<file path="src/rtl/intc_ctrl.sv">
// Four-source interrupt controller: latches done-pulse edges as pending bits and requests the
// core with the highest-priority handler address, retiring one source per iack rising edge.
module intc_ctrl #(
   parameter logic [31:0] VEC1 = 32'h0000_0100,
   parameter logic [31:0] VEC2 = 32'h0000_0200,
   parameter logic [31:0] VEC3 = 32'h0000_0300,
   parameter logic [31:0] VEC4 = 32'h0000_0400
) (
   input  logic        clk,
   input  logic        rst,
   input  logic        done1,
   input  logic        done2,
   input  logic        done3,
   input  logic        done4,
   input  logic        iack,
   output logic [31:0] PC_handler,
   output logic        irq
);

   localparam logic ST_IDLE = 1'b0;
   localparam logic ST_REQ  = 1'b1;

   logic [3:0]  done_now;
   logic [3:0]  done_q;
   logic [3:0]  done_rise;
   logic        iack_q;
   logic        iack_rise;
   logic [3:0]  pending_q, pending_d;
   logic [3:0]  clr;
   logic        state_q, state_d;
   logic [1:0]  sel_q, sel_d;
   logic [1:0]  prio_sel;
   logic        irq_q, irq_d;
   logic [31:0] pc_q, pc_d;
   logic [31:0] prio_vec;

   assign done_now  = {done4, done3, done2, done1};
   assign done_rise = done_now & ~done_q;
   assign iack_rise = iack & ~iack_q;

   // Fixed priority: bit 0 (source 1) highest.
   always_comb begin
      prio_sel = 2'd0;
      prio_vec = VEC1;
      if (pending_q[0]) begin
         prio_sel = 2'd0;
         prio_vec = VEC1;
      end else if (pending_q[1]) begin
         prio_sel = 2'd1;
         prio_vec = VEC2;
      end else if (pending_q[2]) begin
         prio_sel = 2'd2;
         prio_vec = VEC3;
      end else begin
         prio_sel = 2'd3;
         prio_vec = VEC4;
      end
   end

   always_comb begin
      clr = 4'b0000;
      if (state_q == ST_REQ && iack_rise) begin
         clr[sel_q] = 1'b1;
      end
      // A new edge in the same cycle as the clear keeps the bit set.
      pending_d = (pending_q & ~clr) | done_rise;
   end

   always_comb begin
      state_d = state_q;
      sel_d   = sel_q;
      irq_d   = irq_q;
      pc_d    = pc_q;
      unique case (state_q)
         ST_IDLE: begin
            irq_d = 1'b0;
            pc_d  = 32'h0;
            if (pending_q != 4'b0000) begin
               state_d = ST_REQ;
               sel_d   = prio_sel;
               irq_d   = 1'b1;
               pc_d    = prio_vec;
            end
         end
         ST_REQ: begin
            if (iack_rise) begin
               state_d = ST_IDLE;
               irq_d   = 1'b0;
               pc_d    = 32'h0;
            end
         end
         default: begin
            state_d = ST_IDLE;
            irq_d   = 1'b0;
            pc_d    = 32'h0;
         end
      endcase
   end

   always_ff @(posedge clk) begin
      if (!rst) begin
         done_q    <= 4'b0000;
         iack_q    <= 1'b0;
         pending_q <= 4'b0000;
         state_q   <= ST_IDLE;
         sel_q     <= 2'd0;
         irq_q     <= 1'b0;
         pc_q      <= 32'h0;
      end else begin
         done_q    <= done_now;
         iack_q    <= iack;
         pending_q <= pending_d;
         state_q   <= state_d;
         sel_q     <= sel_d;
         irq_q     <= irq_d;
         pc_q      <= pc_d;
      end
   end

   assign irq        = irq_q;
   assign PC_handler = pc_q;

endmodule

</file>
<file path="config.mk">
export PLATFORM = sky130hd
export DESIGN_NAME = intc_ctrl
export DESIGN_NICKNAME = d
export VERILOG_FILES = /design/src/rtl/intc_ctrl.sv
export SDC_FILE = /design/constraint.sdc
export NUM_CORES = 1
export LEC_CHECK = 0
export BUFFER_PORTS_ARGS = -buffer_cell sky130_fd_sc_hd__buf_4
export CAP_MARGIN = 30
export CORE_MARGIN = 1.5
export CORE_UTILIZATION = 40
export CTS_CLUSTER_DIAMETER = 80
export DETAILED_ROUTE_END_ITERATION = 12
export PLACE_DENSITY_LB_ADDON = 0.08
export RECOVER_POWER = 50
export SLEW_MARGIN = 20
export SYNTH_ARGS = -nofsm -noshare
export SYNTH_HDL_FRONTEND = slang
export SYNTH_SLANG_ARGS = --single-unit
</file>
<file path="constraint.sdc">
create_clock -name clk -period 2.2 [get_ports clk]
set_clock_uncertainty 0.1 [all_clocks]
set_input_delay 0 -clock clk [delete_from_list [all_inputs] [get_ports clk]]
set_output_delay 0 -clock clk [all_outputs]
set_load 0.02 [all_outputs]
</file>
After elaboration in Yosys (flattened, before gate mapping). Index checks and enable logic that the tools add are counted.

Magnitude comparators: 2. Eq/ne operators: 1. Multiplexer cells: 17. Bitwise operators: 8. Reductions and logical operators: 4.

Operators with widths (number): 32-bit 2-to-1 mux (3); 32-bit one-hot mux with 2 select lines (1); 11-bit 2-to-1 mux (2); 4-bit bitwise AND (2); 4-bit inverter (2); 1-bit 2-to-1 mux (5); 2-bit 2-to-1 mux (2); 4-bit 2-to-1 mux (1); 4-bit OR (1); 1-bit one-hot mux with 2 select lines (2); 4-bit nonzero test (1); 2-bit by 3-bit less-than comparator with 1-bit output (second input constant) (1); 1-bit demux with 2-bit select (1); 2-bit by 1-bit greater-or-equal comparator with 1-bit output (second input constant) (1); 1-bit logical AND (2); 2-bit != test (second input constant) (1); 1-bit inverter (2); 2-bit AND reduction (1); 1-bit bitwise AND (1).

Bits in registers: 45. Input bits: 7. Output and inout bits: 33. Word-level logic and storage cells: 39.

Logic depth before layout (Yosys ltp). Gate-level depths: netlist of run 1.

Word-level depth: 8. Depth in mapped cells: 4. Gate-level depth less buffers: 3.

Worst setup path after synthesis of run 1. OpenSTA, ideal clock, no wires.

Path type: reg2reg. Start: register iack_q. End: register irq_q, in the netlist irq. Library setup time: 0.115 ns. Arrival: 0.826 ns. Data required time: 1.985 ns. Setup slack: 1.159 ns. Stages on the path, launching flop included: 5. Buffers on the path: 1. Cells stage by stage: dfxtp_1 nand2b_4 buf_6 and3_4 o21a_1.

Cells in the longest elaborated chain, start to end: 3.

RTL lines: from (decl) (line 26) `logic iack_q;`; from (signal assigned) (line 111) `iack_q <= iack;`; 1-bit inverter (line 39) `assign iack_rise = iack & ~iack_q;`; 1-bit bitwise AND (line 39); 2-bit != test (no source line); to (signal assigned) (line 115) `irq_q <= irq_d;`; to (decl) (line 33) `logic irq_q, irq_d;`.

No other way between the ends. A chain may end at the register's enable or synchronous reset.

Worst setup path after layout of run 1.
Start: input rst. End: register iack_q.

RTL lines: from (decl) (line 10) `input logic rst,`.

No word-level cell between the ends.

==> impl_metrics.tcl, run 1 <==
set metrics [dict create \
    status "complete, no violations" \
    fillers 200 \
    critPathArrivalTime_ps 1460 \
    critical_path.top_delay_family "buffers and inverters" \
    rsz0062_at_grt "false" \
    initial_core_util_pct 43.06 \
    synth_cells 95 \
    diodes 0 \
    period_minus_slack_ps 1386 \
    post_cts_buffers 0 \
    ir_drop_mv 0.4249 \
    ys_seq_area_share_pct 37.54 \
    hold_viol 0 \
    power_frac_seq_pct 53.7 \
    fin_setup_tns_ps 0 \
    syn2layout_area_growth_pct 9.678 \
    pwr-share-comb_pct 22.2 \
    critPathKind "input pin to flop" \
    yosysMostFrequentCell "buf_4" \
    dr.first_iter.drc_count 5 \
    cts_tree "yes" \
    crit_path_start_kind "input pin" \
    end_kind "flop" \
    p_sw_share_pct 31.60 \
    cts_max_level 1 \
    drv_cap 0 \
    ant_nets 0 \
    cpMaxStageDelayCell "dlygate4sd3_1" \
    max_freq_mhz 721.6 \
    ys_ff_latch 16 \
    grt_start_max_net_pins 17 \
    grt_pass1_vias 494 \
    ys_types 30 \
    clock_latency_ps 280 \
    antenna_found_initial 0 \
    internal_power_uw 429.3 \
    drive_gt1_share_pct 13.04 \
    p_switching_uw 198.3 \
    ys_top_cells_by_count "29 x buf_4, 16 x dfxtp_1, 6 x nor2_1" \
    path_clk_slew_ps 90 \
    drc 0 \
    ys.flop_type "dfxtp_1" \
    multi_input_area_sq_um 381.6 \
    die_w_microns 49.19 \
    report.final.slew_viol_count 0 \
    leakagePower_nw 0.4306 \
    crit_fanout 16 \
    synthArstFlopShare_pct 0 \
    drt_pre_antenna_iters 2 \
    cts_root_buf "clkbuf_4" \
    track_usage_pct 11.52 \
    avgViaCountPerCell 3.908 \
    yosysTopAreaCell "dfxtp_1" \
    setup_violations 0 \
    core_sq_um 1982 \
    cts.path.max_buffers 2 \
    reg2reg_from "state_q" \
    fin_crit_sh_pct 62.99 \
    rows 16 \
    min_path_type "flop to flop" \
    worstSetupStartpoint "rst" \
    gp_congestion 0.7287 \
    synth_edf_count 0 \
    io_buffers 10 \
    cp_num_buf_inv 3 \
    yosys_warnings 0 \
    p_per_area_nw_per_um2 670.5 \
    syn_avg_cell_area_sq_um 8.982 \
    wl_per_cell_microns 8.711 \
    final.setup.worst_slack_ps 814.2 \
    grt_pass1_wl_microns 2152 \
    pre_cts_ws_ps 1025 \
    path_cells "dlygate4sd3_1 -> buf_4 -> and2_2 -> dlygate4sd3_1" \
    synthTopCellsByArea "dfxtp_1 38%, buf_4 26%, and2_1 2.9%" \
    required_ps 2280 \
    die_h_microns 49.19 \
    dpl.hpwl_microns 841.4 \
    synth_top_area_share_pct 37.54 \
    min_from "PC_handler[10]" \
    wl_microns 1237 \
    vias 555 \
    nets 124 \
    p_clk_share_pct 24.1 \
    cts_buffers 3 \
    syn-cell-area_sq_um 853.3 \
    seqCellArea_sq_um 320.3 \
    grt_overflow_total 0 \
    max_stage_delay_ps 550 \
    clock-sinks 16 \
    crit_top_cell "dlygate4sd3_1" \
    dieArea_sq_um 2419 \
    ios 40 \
]
[cell families after synthesis]
family / count (synthesis) / share of synthesized area (%)
AOI/OAI and AO/OA: 17 / 13.78
buffers and inverters: 34 / 29.62
DFF: 16 / 37.54
other: 1 / 0.4395
and+or+nand+nor: 27 / 18.62
[worst paths after layout]
kind,endpoint,slack (ps),cells past startpoint
worst max-delay path,iack_q,810,4
worst min-delay path,PC_handler[10],380,2
worst max register to register,sel_q[1],1020,2
worst min register to register,PC_handler[10],380,2
[worst register-to-register path: cells and delay by family (launching register included)]
family	cells	cell delay, ps
AO/OA/AOI/OAI	2	430
flip-flops	1	540
[registers in the layout, indices dropped and copies added, names as in the netlist]
register and cells:
irq 1, sel_q 2, pending_q 4, PC_handler 3, iack_q 1, state_q 1
done_q 4
[repair_timing]
| action | in CTS | in global routing |
|---|---|---|
| hold endpoints to repair | 16 | 0 |
| resized for setup | 0 | 0 |
| hold buffers | 11 | 0 |
[through the flow]
step	utilization (%)	hold slack, ps	instances	total power, mW	cell area (sq um)
floorplan	-	21.71	123	0.4888	958.4
global placement	41.48	110.8	128	0.4741	822.0
detailed placement	41.48	112.6	128	0.4747	822.0
CTS	48.17	387.9	142	0.6404	954.7
global route	47.22	405.1	142	0.6717	935.9
finish	47.22	379.3	142	0.6275	935.9
[power groups by stage]
stage / combinational (mW) / clock [mW] / sequential (mW)
final: 0.139 / 0.151 / 0.337
after global routing: 0.156 / 0.173 / 0.343
after CTS: 0.145 / 0.157 / 0.338
after detailed placement: 0.130 / 0 / 0.345
after global placement: 0.130 / 0 / 0.345
after floorplan: 0.145 / 0 / 0.343
[routing by layer]
layer  share of wire, %  up-vias  global-route usage, %  wire length (microns)
li1                   -      291                      -                      -
met1                 46      237                  13.96                    569
met2                 46       24                  18.92                    575
met3                6.2        3                  4.601                     77
met4                1.1        0                  2.857                     14
met5                  0        -                      0                      0
[cell usage in the layout (no fill, tap or decap), drive strengths merged, types with 3 or more instances in the layout]
| cell type | n |
|---|---|
| dlygate4sd3 | 11 |
| a21oi | 3 |
| a21boi | 4 |
| nand3 | 4 |
| nor2b | 4 |
| conb | 29 |
| and2 | 6 |
| o21ai | 5 |
| dfxtp | 16 |
| clkbuf | 7 |
| nor2 | 7 |
| buf | 6 |
[area by class of cell]
class / instances / share of cell area [%]
tap: 27 / 3.610
timing repair buffer: 21 / 18.18
multi-input combinational: 73 / 40.78
clock buffer: 3 / 2.406
sequential: 16 / 34.22
inverter: 2 / 0.8021
Note: power is estimated with default switching activity, not from simulation.
==> run 2, diff against run 1 <==
--- a/config.mk
+++ b/config.mk
@@ -5,6 +5,7 @@
 export SDC_FILE = /design/constraint.sdc
 export NUM_CORES = 1
 export LEC_CHECK = 0
+export ABC_AREA = 1
 export BUFFER_PORTS_ARGS = -buffer_cell sky130_fd_sc_hd__buf_4
 export CAP_MARGIN = 30
 export CORE_MARGIN = 1.5
==> constraint.sdc (replaced) <==
create_clock -name clk -period 1.4 [get_ports clk]
set_clock_uncertainty 0.1 [all_clocks]
set_input_delay 0 -clock clk [delete_from_list [all_inputs] [get_ports clk]]
set_output_delay 0 -clock clk [all_outputs]
set_load 0.02 [all_outputs]
==> run 2 against run 1 <==
First-iteration DRC count rose by 20%. Combinational power increased by 69%. Power grew 60%. Wire length increased by 1.2%. Utilization is the same. Non-clock buffer count did not move. Clock power is 58% higher. Hold slack lost 71 ps. Worst setup slack worse by 740 ps.
==> impl_metrics.tcl, run 2 <==
set metrics [dict create \
    grt_pass1_wl_microns 2070 \
    grt_overflow_total 0 \
    ys_types 15 \
    final_cell_mix "29 x conb_1, 23 x nand2_1, 16 x dfxtp_1, 12 x inv_1, 11 x dlygate4sd3_1" \
    ant_nets 0 \
    clock-sinks 16 \
    path_cells "dlygate4sd3_1 -> buf_6 -> nand2_1 -> dlygate4sd3_1 -> o21ai_0" \
    yosys_warnings 0 \
    p_per_area_nw_per_um2 1076 \
    period_minus_slack_ps 1328 \
    min_path_type "flop to flop" \
    drc 0 \
    crit_path_start_kind "input pin" \
    synth_edf_count 0 \
    syn_avg_cell_area_sq_um 7.748 \
    yosysTopAreaCell "dfxtp_1" \
    wl_per_cell_microns 7.975 \
    crit_top_cell "dlygate4sd3_1" \
    dieArea_sq_um 2396 \
    syn2layout_area_growth_pct 10.81 \
    ys_ff_latch 16 \
    crit_fanout 12 \
    dpl.hpwl_microns 926.4 \
    clock_latency_ps 290 \
    synth_cells 109 \
    totalPowerFinal_mw 1.007 \
    gp_congestion 0.6998 \
    ios 40 \
    core_sq_um 1982 \
    die_w_microns 48.95 \
    avgViaCountPerCell 4.000 \
    reg2reg_setup_slack_ps 300 \
    hold_viol 0 \
    post_cts_buffers 0 \
    vias 628 \
    leakagePower_nw 0.4631 \
    rsz0062_at_grt "false" \
    drv_cap 0 \
    nets 139 \
    cpMaxStageDelayCell "dlygate4sd3_1" \
    worstReg2RegEnd "sel_q[1]" \
    cts.path.max_buffers 2 \
    finalInstanceArea_sq_um 935.9 \
    reg2reg_from "state_q" \
    cp_num_buf_inv 3 \
    setup_violations 0 \
    final_common_cell "conb_1" \
    diodes 0 \
    top_layer "met4" \
    path_clk_slew_ps 90 \
    synthArstFlopShare_pct 0 \
    fin_setup_tns_ps 0 \
    yosysMostFrequentCell "buf_4" \
    ys_seq_area_share_pct 37.93 \
    drt-met1-wl_microns 528 \
    synthTopCellsByArea "dfxtp_1 38%, buf_4 26%, nand2_1 10%" \
    ys.flop_type "dfxtp_1" \
    dpl-instance-area_sq_um 818.3 \
    dr_wl_met3_microns 76 \
    initial_core_util_pct 42.61 \
    hold_ws_ps 308.6 \
    drt_pre_antenna_iters 3 \
    wl_microns 1252 \
    antenna_found_initial 0 \
    ir_drop_mv 0.6748 \
    ys_top_cells_by_count "29 x buf_4, 23 x nand2_1, 16 x dfxtp_1" \
    fin_crit_sh_pct 94.82 \
    min_from "done_q[3]" \
    cts_tree "yes" \
    finish.utilization_pct 47.22 \
    drive_gt1_share_pct 6.923 \
    report.final.slew_viol_count 0 \
    holdPathStages 1 \
    critPathKind "input pin to flop" \
    cts_max_level 1 \
    critical_path.top_delay_family "buffers and inverters" \
    hold_end "pending_q[3]" \
    grt_pass1_vias 514 \
    grt_start_max_net_pins 13 \
    rows 16 \
    cts_buffers 3 \
    max_stage_delay_ps 560 \
    critPathArrivalTime_ps 1440 \
    syn-cell-area_sq_um 844.6 \
    dr_wl_met2_microns 617 \
    end_kind "flop" \
    dr.first_iter.drc_count 6 \
    die_h_microns 48.95 \
    worstSetupStartpoint "rst" \
    synth_top_area_share_pct 37.93 \
    status "complete, no violations" \
    cts_root_buf "clkbuf_4" \
    io_buffers 10 \
    track_usage_pct 11.41 \
    rr_worst_depth 4 \
    max_freq_mhz 753.3 \
    required_ps 1520 \
]
## run 2: cell families after synthesis
kind of cell	count (synthesis)	share of synthesized area (%)
buf+inv	43	33.78
other cells	1	0.4440
compound gates	16	10.67
flops	16	37.93
simple gates	33	17.19
## run 2: where the power goes
part           switching (mW)  leakage, nW  internal [mW]  total (mW)
clock network           0.138       0.0138          0.100       0.238
logic                   0.160        0.316         0.0755       0.235
registers              0.0346        0.133          0.499       0.533
## run 2: per-layer routing
| metal | global-route usage [%] | up-vias |
|---|---|---|
| met2 | 17.58 | 21 |
| met5 | 0 | - |
| li1 | - | 321 |
| met3 | 5.215 | 4 |
| met4 | 6.190 | 0 |
| met1 | 13.09 | 282 |
## run 2: metrics by stage
stage / instances / setup slack, ps
floorplan: 137 / 492.0
global placement: 143 / 328.9
detailed placement: 143 / 308.5
CTS: 157 / 46.73
global route: 157 / 9.638
finish: 157 / 72.45
## run 2: timing repair
item / in CTS / in global routing
hold buffers: 11 / 0
setup endpoints to repair: 0 / 2
hold endpoints to repair: 11 / 0
resized for setup: 0 / 2
## run 2: how the worst max path moves through the flow
stage / to / slack [ps] / cells past startpoint
floorplan: sel_q[0] / 490 / 4
global placement: pending_q[1] / 330 / 3
detailed placement: pending_q[1] / 310 / 3
CTS: pending_q[2] / 50 / 5
global route: pending_q[3] / 10 / 5
finish: pending_q[1] / 70 / 5
## run 2: area by class of cell
cell class / instances / area [sq um]
tap: 27 / 33.78
fill: 219 / 1046
clock buffer: 3 / 22.52
inverter: 12 / 45.04
multi-input combinational: 78 / 344.1
sequential: 16 / 320.3
timing repair buffer: 21 / 170.2
